## config.mk

```make
export PLATFORM = sky130hd
export DESIGN_NAME = instr_sequencer
export DESIGN_NICKNAME = d
export VERILOG_FILES = /design/src/rtl/instr_sequencer.sv
export SDC_FILE = /design/constraint.sdc
export NUM_CORES = 1
export LEC_CHECK = 0
export ABC_AREA = 1
export CORE_ASPECT_RATIO = 0.5
export CORE_MARGIN = 4
export CORE_UTILIZATION = 41
export CTS_BUF_LIST = sky130_fd_sc_hd__clkbuf_4 sky130_fd_sc_hd__clkbuf_8 sky130_fd_sc_hd__clkbuf_16
export CTS_CLUSTER_SIZE = 28
export DETAILED_ROUTE_END_ITERATION = 8
export PLACE_DENSITY = 0.81
export SETUP_SLACK_MARGIN = 0.5
export SYNTH_ARGS = -nofsm -noshare
export SYNTH_HDL_FRONTEND = slang
export SYNTH_SLANG_ARGS = --single-unit
```

## constraint.sdc

```tcl
create_clock -name clk -period 3.3 [get_ports clk]
set_input_delay 0.99 -clock clk [delete_from_list [all_inputs] [get_ports clk]]
set_output_delay 0.99 -clock clk [all_outputs]
set_load 0.02 [all_outputs]
```

## src/rtl/instr_sequencer.sv

```systemverilog
// instr_sequencer: fetch/decode/dispatch sequencer sitting above the datapath
// controller. It fetches one 16-bit word per instruction and decodes HALT
// locally. Every other word goes to the controller via exec_start/exec_waiting,
// and the sequencer waits for it to retire before fetching again.
// Optional feature: define INSTR_SEQ_COUNT_EN to enable the saturating
// retired-instruction counter on instr_count. Without it, instr_count is
// tied to zero.
module instr_sequencer #(
  parameter int          ADDR_W   = 8,
  parameter int unsigned RESET_PC = 0
) (
  input  logic              clk,
  input  logic              rst,
  input  logic              run,
  input  logic [15:0]       mem_rdata,
  input  logic              mem_ready,
  input  logic              exec_waiting,
  output logic              mem_rd,
  output logic [ADDR_W-1:0] mem_addr,
  output logic [ADDR_W-1:0] pc,
  output logic [15:0]       ir,
  output logic              exec_start,
  output logic              busy,
  output logic              halted,
  output logic [15:0]       instr_count
);

  typedef enum logic [2:0] {
    S_IDLE     = 3'd0,
    S_FETCH    = 3'd1,
    S_DECODE   = 3'd2,
    S_DISPATCH = 3'd3,
    S_EXEC     = 3'd4,
    S_HALT     = 3'd5
  } state_t;

  localparam logic [2:0] OP_HALT = 3'b111;

  state_t            state_reg, state_next;
  logic [ADDR_W-1:0] pc_reg;
  logic [15:0]       ir_reg;
  logic              fetch_done;
  logic              retire;

  // A fetch completes on the edge where memory returns data for our request.
  assign fetch_done = (state_reg == S_FETCH) && mem_ready;
  // The controller is back in WAIT after the start was taken, so the instruction is finished.
  assign retire     = (state_reg == S_EXEC) && exec_waiting;

  // State register. All strobes are decoded from this register, so the async reset clears them immediately.
  always_ff @(posedge clk or posedge rst) begin
    if (rst) begin
      state_reg <= S_IDLE;
    end else begin
      state_reg <= state_next;
    end
  end

  // Next-state and strobe decode.
  always_comb begin
    state_next = state_reg;
    mem_rd     = 1'b0;
    exec_start = 1'b0;
    busy       = 1'b0;
    halted     = 1'b0;
    case (state_reg)
      S_IDLE: begin
        if (run) state_next = S_FETCH;
      end
      S_FETCH: begin
        mem_rd = 1'b1;
        busy   = 1'b1;
        if (mem_ready) state_next = S_DECODE;
      end
      S_DECODE: begin
        busy = 1'b1;
        if (ir_reg[15:13] == OP_HALT) state_next = S_HALT;
        else                          state_next = S_DISPATCH;
      end
      S_DISPATCH: begin
        exec_start = 1'b1;
        busy       = 1'b1;
        if (exec_waiting) state_next = S_EXEC;
      end
      S_EXEC: begin
        busy = 1'b1;
        // The controller drops exec_waiting in the first EXEC cycle, so this waits for completion.
        if (exec_waiting) state_next = run ? S_FETCH : S_IDLE;
      end
      S_HALT: begin
        halted = 1'b1;
      end
      default: begin
        state_next = S_IDLE;
      end
    endcase
  end

  // PC and IR load together on the fetch-completion edge. The PC wraps silently.
  always_ff @(posedge clk or posedge rst) begin
    if (rst) begin
      pc_reg <= ADDR_W'(RESET_PC);
      ir_reg <= 16'h0000;
    end else if (fetch_done) begin
      pc_reg <= pc_reg + ADDR_W'(1);
      ir_reg <= mem_rdata;
    end
  end

  assign pc       = pc_reg;
  assign mem_addr = pc_reg;
  assign ir       = ir_reg;

`ifdef INSTR_SEQ_COUNT_EN
  logic [15:0] count_reg;

  // Retired-instruction counter. It saturates at its maximum. HALT never reaches EXEC, so it is never counted.
  always_ff @(posedge clk or posedge rst) begin
    if (rst) begin
      count_reg <= 16'h0000;
    end else if (retire && (count_reg != 16'hFFFF)) begin
      count_reg <= count_reg + 16'h0001;
    end
  end

  assign instr_count = count_reg;
`else
  logic unused_retire;
  assign unused_retire = retire;
  assign instr_count   = 16'h0000;
`endif

endmodule

```

# --- After elaboration in Yosys (flattened, before gate mapping) ---
# Cells that the tools add are included.
classes:
  addsub: 1
  n_eq_ne: 10
  muxes: 11
  bitwise: 1
  reduce_logical: 4
op_table:
  columns: ["operator", "count"]
  rows:
  - ["$pmux 3 s6", 1]
  - ["$mux 3", 5]
  - ["$eq 3x3->1 const B", 3]
  - ["$add 8x1->8 const B", 1]
  - ["$ne 2x2->1 const B", 4]
  - ["$eq 3x2->1 const B", 2]
  - ["$mux 1", 5]
  - ["$reduce_and 5->1", 1]
  - ["$reduce_or 4->1", 1]
  - ["$eq 3x1->1 const B", 1]
  - ["$logic_not 3->1", 1]
  - ["$logic_and 1x1->1", 1]
  - ["$not 1->1", 1]
totals:
  regBits: 27
  inputBits: 21
  output_inout_bits: 52
  word_cells: 30

# --- Logic depth before layout (Yosys ltp) ---
logic_depth:
  word_depth: 3
  ltp_mapped: 8
  depth_no_buf: 7

# --- Worst setup path after synthesis ---
# No wires, ideal clock.
synth_path:
  path_kind: "register to output"
  startpoint: "register state_reg[2]"
  endpoint: "output busy"
  t_arrival_ns: 1.143
  required_time_ns: 2.310
  slack_ns: 1.167
  stages_incl_launch_ff: 5
  path_buffers: 0
  cell_sequence: "dfrtp_1 -> inv_2 -> nand2_1 -> nor2_1 -> a211o_1"
synth_via:
  elab_chain_cells: 3
  elab_cells_between_ends: 6
  classes_between: "eq/ne (4); mux (1); reduce/logical (1)"
synth_lines:
  columns: ["item", "line_no", "source"]
  rows:
  - ["from (decl)", "39", "state_t state_reg, state_next;"]
  - ["from (signal assigned)", "55", "state_reg <= state_next;"]
  - ["$eq 3x1->1, or another cell as far along", "66", "case (state_reg)"]
  - ["$reduce_or 4->1 (no line) (*)", null, null]
  - ["$mux 1 (*)", "66", null]
  - ["to (decl)", "23", "output logic busy,"]
# Every way passes the cells marked *; elsewhere a longest branch is shown, timed or not.

# --- Final worst setup path ---
layout_path:
  startpoint: "register state_reg[2]"
  endpoint: "output mem_rd"
layout_via:
  elab_chain_cells: 2
layout_lines:
  columns: ["item", "line_no", "source"]
  rows:
  - ["$eq 3x1->1", "66", null]
  - ["$mux 1", "66", null]
  - ["to (decl)", "18", "output logic mem_rd,"]
# Every way passes these cells.

==> metrics.txt <==
outcome finished, final reports clean; CP Max Fanout 7; RSZ-0062 raised after global routing false; fin crit period 2.67 ns; area delta synth->final 34.2%; largest area contributor in the netlist dfrtp_1; Hold Path Class reg2reg; # diodes 0; max-slew violations 0; Post-synth EDFFs 0; sequential share of power 32.9%; Design Area, Final 0.00203 mm^2; max reg flops 16; LEAKAGE 1.05 nW; die area 0.00477 mm^2; final non-filler cell total 290; I/O pins 73; initial antenna violation count 0; CP arrival 1.68 ns; Root Buffer clkbuf_8; Placed Cells 286; Syn Inst Count 191; vias in the first global route 1240; Cell Rows 15; worst-path cell chain inv_2 -> nand2_1 -> nor2_1 -> clkdlybuf4s50_1; Die Width 93.8 um; maximum clock insertion buffer count 2; Syn Std Cell Area 0.00151 mm^2; startpoint types register; GRT met2 Usage 28.4%; height of the die 50.9 um; Pwr per Cell Area 918 mW/mm^2; WS Path Type reg2out; grt ovf 0; final WL 3.34 mm; Synth Area per Inst 7.90 um^2; Buf+Inv Stages, Crit Path 2; Port Buffer Count 56; hold_buf cts 0; Pint 1.03 mW; Final period util 81.0%; largest net degree at the start of global routing 28; flop and latch count out of synthesis 27; CTS clock-pin slew for the worst setup and hold paths 0.09 ns; Fill cells 330; Antenna Violating Nets Remaining 0; sequential share of the synthesized area 44.8%; Total GRT Usage 14.9%; TritonCTS Buffers 3; post-synth top area share 44.8%; crit path max-delay cell type clkdlybuf4s50_1; critical path capture point type output pin; CTS sink count 27; Via density 4.38; Sw Ratio 44.9%; Syn. warnings 0; first-pass GRT wire length 5.63 mm; routed len/inst 11.5 um; Core ar. 0.00349 mm^2; Initial DRC Count 57; top post-synthesis cells by area dfrtp_1, nand2_1, buf_4; Yosys cell types 21; FMAX 0.374 GHz; Top Usage Layer GRT met2; total of max-cap violations 0; Final setup viols 0; clock power share 9.8%; met1 usage 16.5%; total negative slack 0 ns; area of placed instances 0.00198 mm^2; drt pass-1 iters 4; Nets 262; CTS H-tree depth 1; TritonCTS clock tree built; # DRC 0; Comb power frac 57.3%; clock skew 0.00640 ns; ys async rst share 100%; total power 1.86 mW; Max IR drop VDD 0.000390 V; R2R Setup Slk 1.81 ns; clk_lat worst skew 0.27 ns; share of cells above drive strength 1 5.02%; cell family with most CP delay buffers and inverters; Max stage delay on crit path 0.62 ns; met3 usage in global routing 3.97%; Final GP Congestion 0.771; Final HPWL DP 2.58 mm; Main synth FF type dfrtp_1; Initial Utilization 43.2%; via count 1270; Worst EP required 2.31 ns; count of final hold-check violations 0; switching pwr 0.835 mW
-- tightest hold or removal path: stages (launching register included) --
cell and delay [ns]:
dfrtp_1 0.35, nand2_1 0.05, nand2_1 0.05
-- repair_timing --
action	CTS	global route
setup buffers	0	0
resized for setup	1	1
setup endpoints to repair	1	1
-- logic make-up (layout without fill, tap and decap cells) --
group	Yosys count	after routing	share of synthesized area (%)
buffers and inverters	44	77	18.8
and+or+nand+nor	109	109	30.3
DFF	27	27	44.8
AOI/OAI and AO/OA	4	4	1.58
xor gates and xnor gates	5	5	3.40
other	1	16	0.249
adders and majority gates	1	1	0.829
-- cell usage after synthesis, types with 2 or more instances --
| cell type | instances |
|---|---|
| xnor2_1 | 3 |
| inv_1 | 14 |
| buf_6 | 3 |
| nand4_1 | 2 |
| o21ai_0 | 2 |
| nand2_1 | 86 |
| nor2_1 | 9 |
| buf_4 | 25 |
| nand3_1 | 9 |
| dfrtp_1 | 27 |
-- layout by cell type (no fill, tap or decap), drive strengths merged --
cell,n
conb,16
xnor2,3
inv,16
buf,1
o21ai,2
nand4,2
clkdlybuf4s50,55
a21oi,1
a211o,1
nand3,10
nand2,86
nor2,11
clkbuf,3
dlymetal6s2s,1
xor2,2
clkinv,1
dfrtp,27
ha,1
-- routing by layer --
metal | part of all wire (%) | routed length, um
met5 | 0 | 0
met4 | 1.3 | 43
met3 | 6.2 | 207
met2 | 55 | 1830
met1 | 38 | 1260
-- cell type report --
class	instances	area, um^2	area share [%]
clock buffers	3	41.3	2.04
clock inverters	1	5.00	0.247
inverters	16	62.6	3.09
multi-input cells	135	606	29.9
flip-flops and latches	27	677	33.4
well taps	51	63.8	3.15
repair buffers	57	571	28.2
-- final timing paths --
kind | from | end | cells past startpoint
min in group asynchronous | rst | ir[14]$_DFFE_PP0P_ | 3
setup / recovery | state_reg[2]$_DFFE_PP0P_ | mem_rd | 4
hold reg to reg | ir[7]$_DFFE_PP0P_ | ir[7]$_DFFE_PP0P_ | 2
max in group asynchronous | rst | state_reg[0]$_DFFE_PP0P_ | 3
setup reg to reg | state_reg[2]$_DFFE_PP0P_ | mem_addr[1]$_DFFE_PP0P_ | 6
hold / removal | ir[7]$_DFFE_PP0P_ | ir[7]$_DFFE_PP0P_ | 2
-- power by group through the flow --
stage	registers, mW	clock network (mW)	logic [mW]
after CTS	0.613	0.190	1.08
after detailed placement	0.618	0	1.08
final	0.612	0.181	1.07
after floorplan	0.734	0	0.562
after global placement	0.609	0	1.05
after global routing	0.635	0.202	1.16
-- through the flow --
stage	hold slack, ns	utilization [%]	setup slack, ns
final	0.477	58.0	0.627
after global routing	0.501	58.0	0.546
after CTS	0.483	58.0	0.510
after detailed placement	0.463	56.6	0.807
after global placement	0.454	56.6	0.843
after floorplan	0.545	-	1.17
No activity file was read; power rests on OpenSTA's default activity.
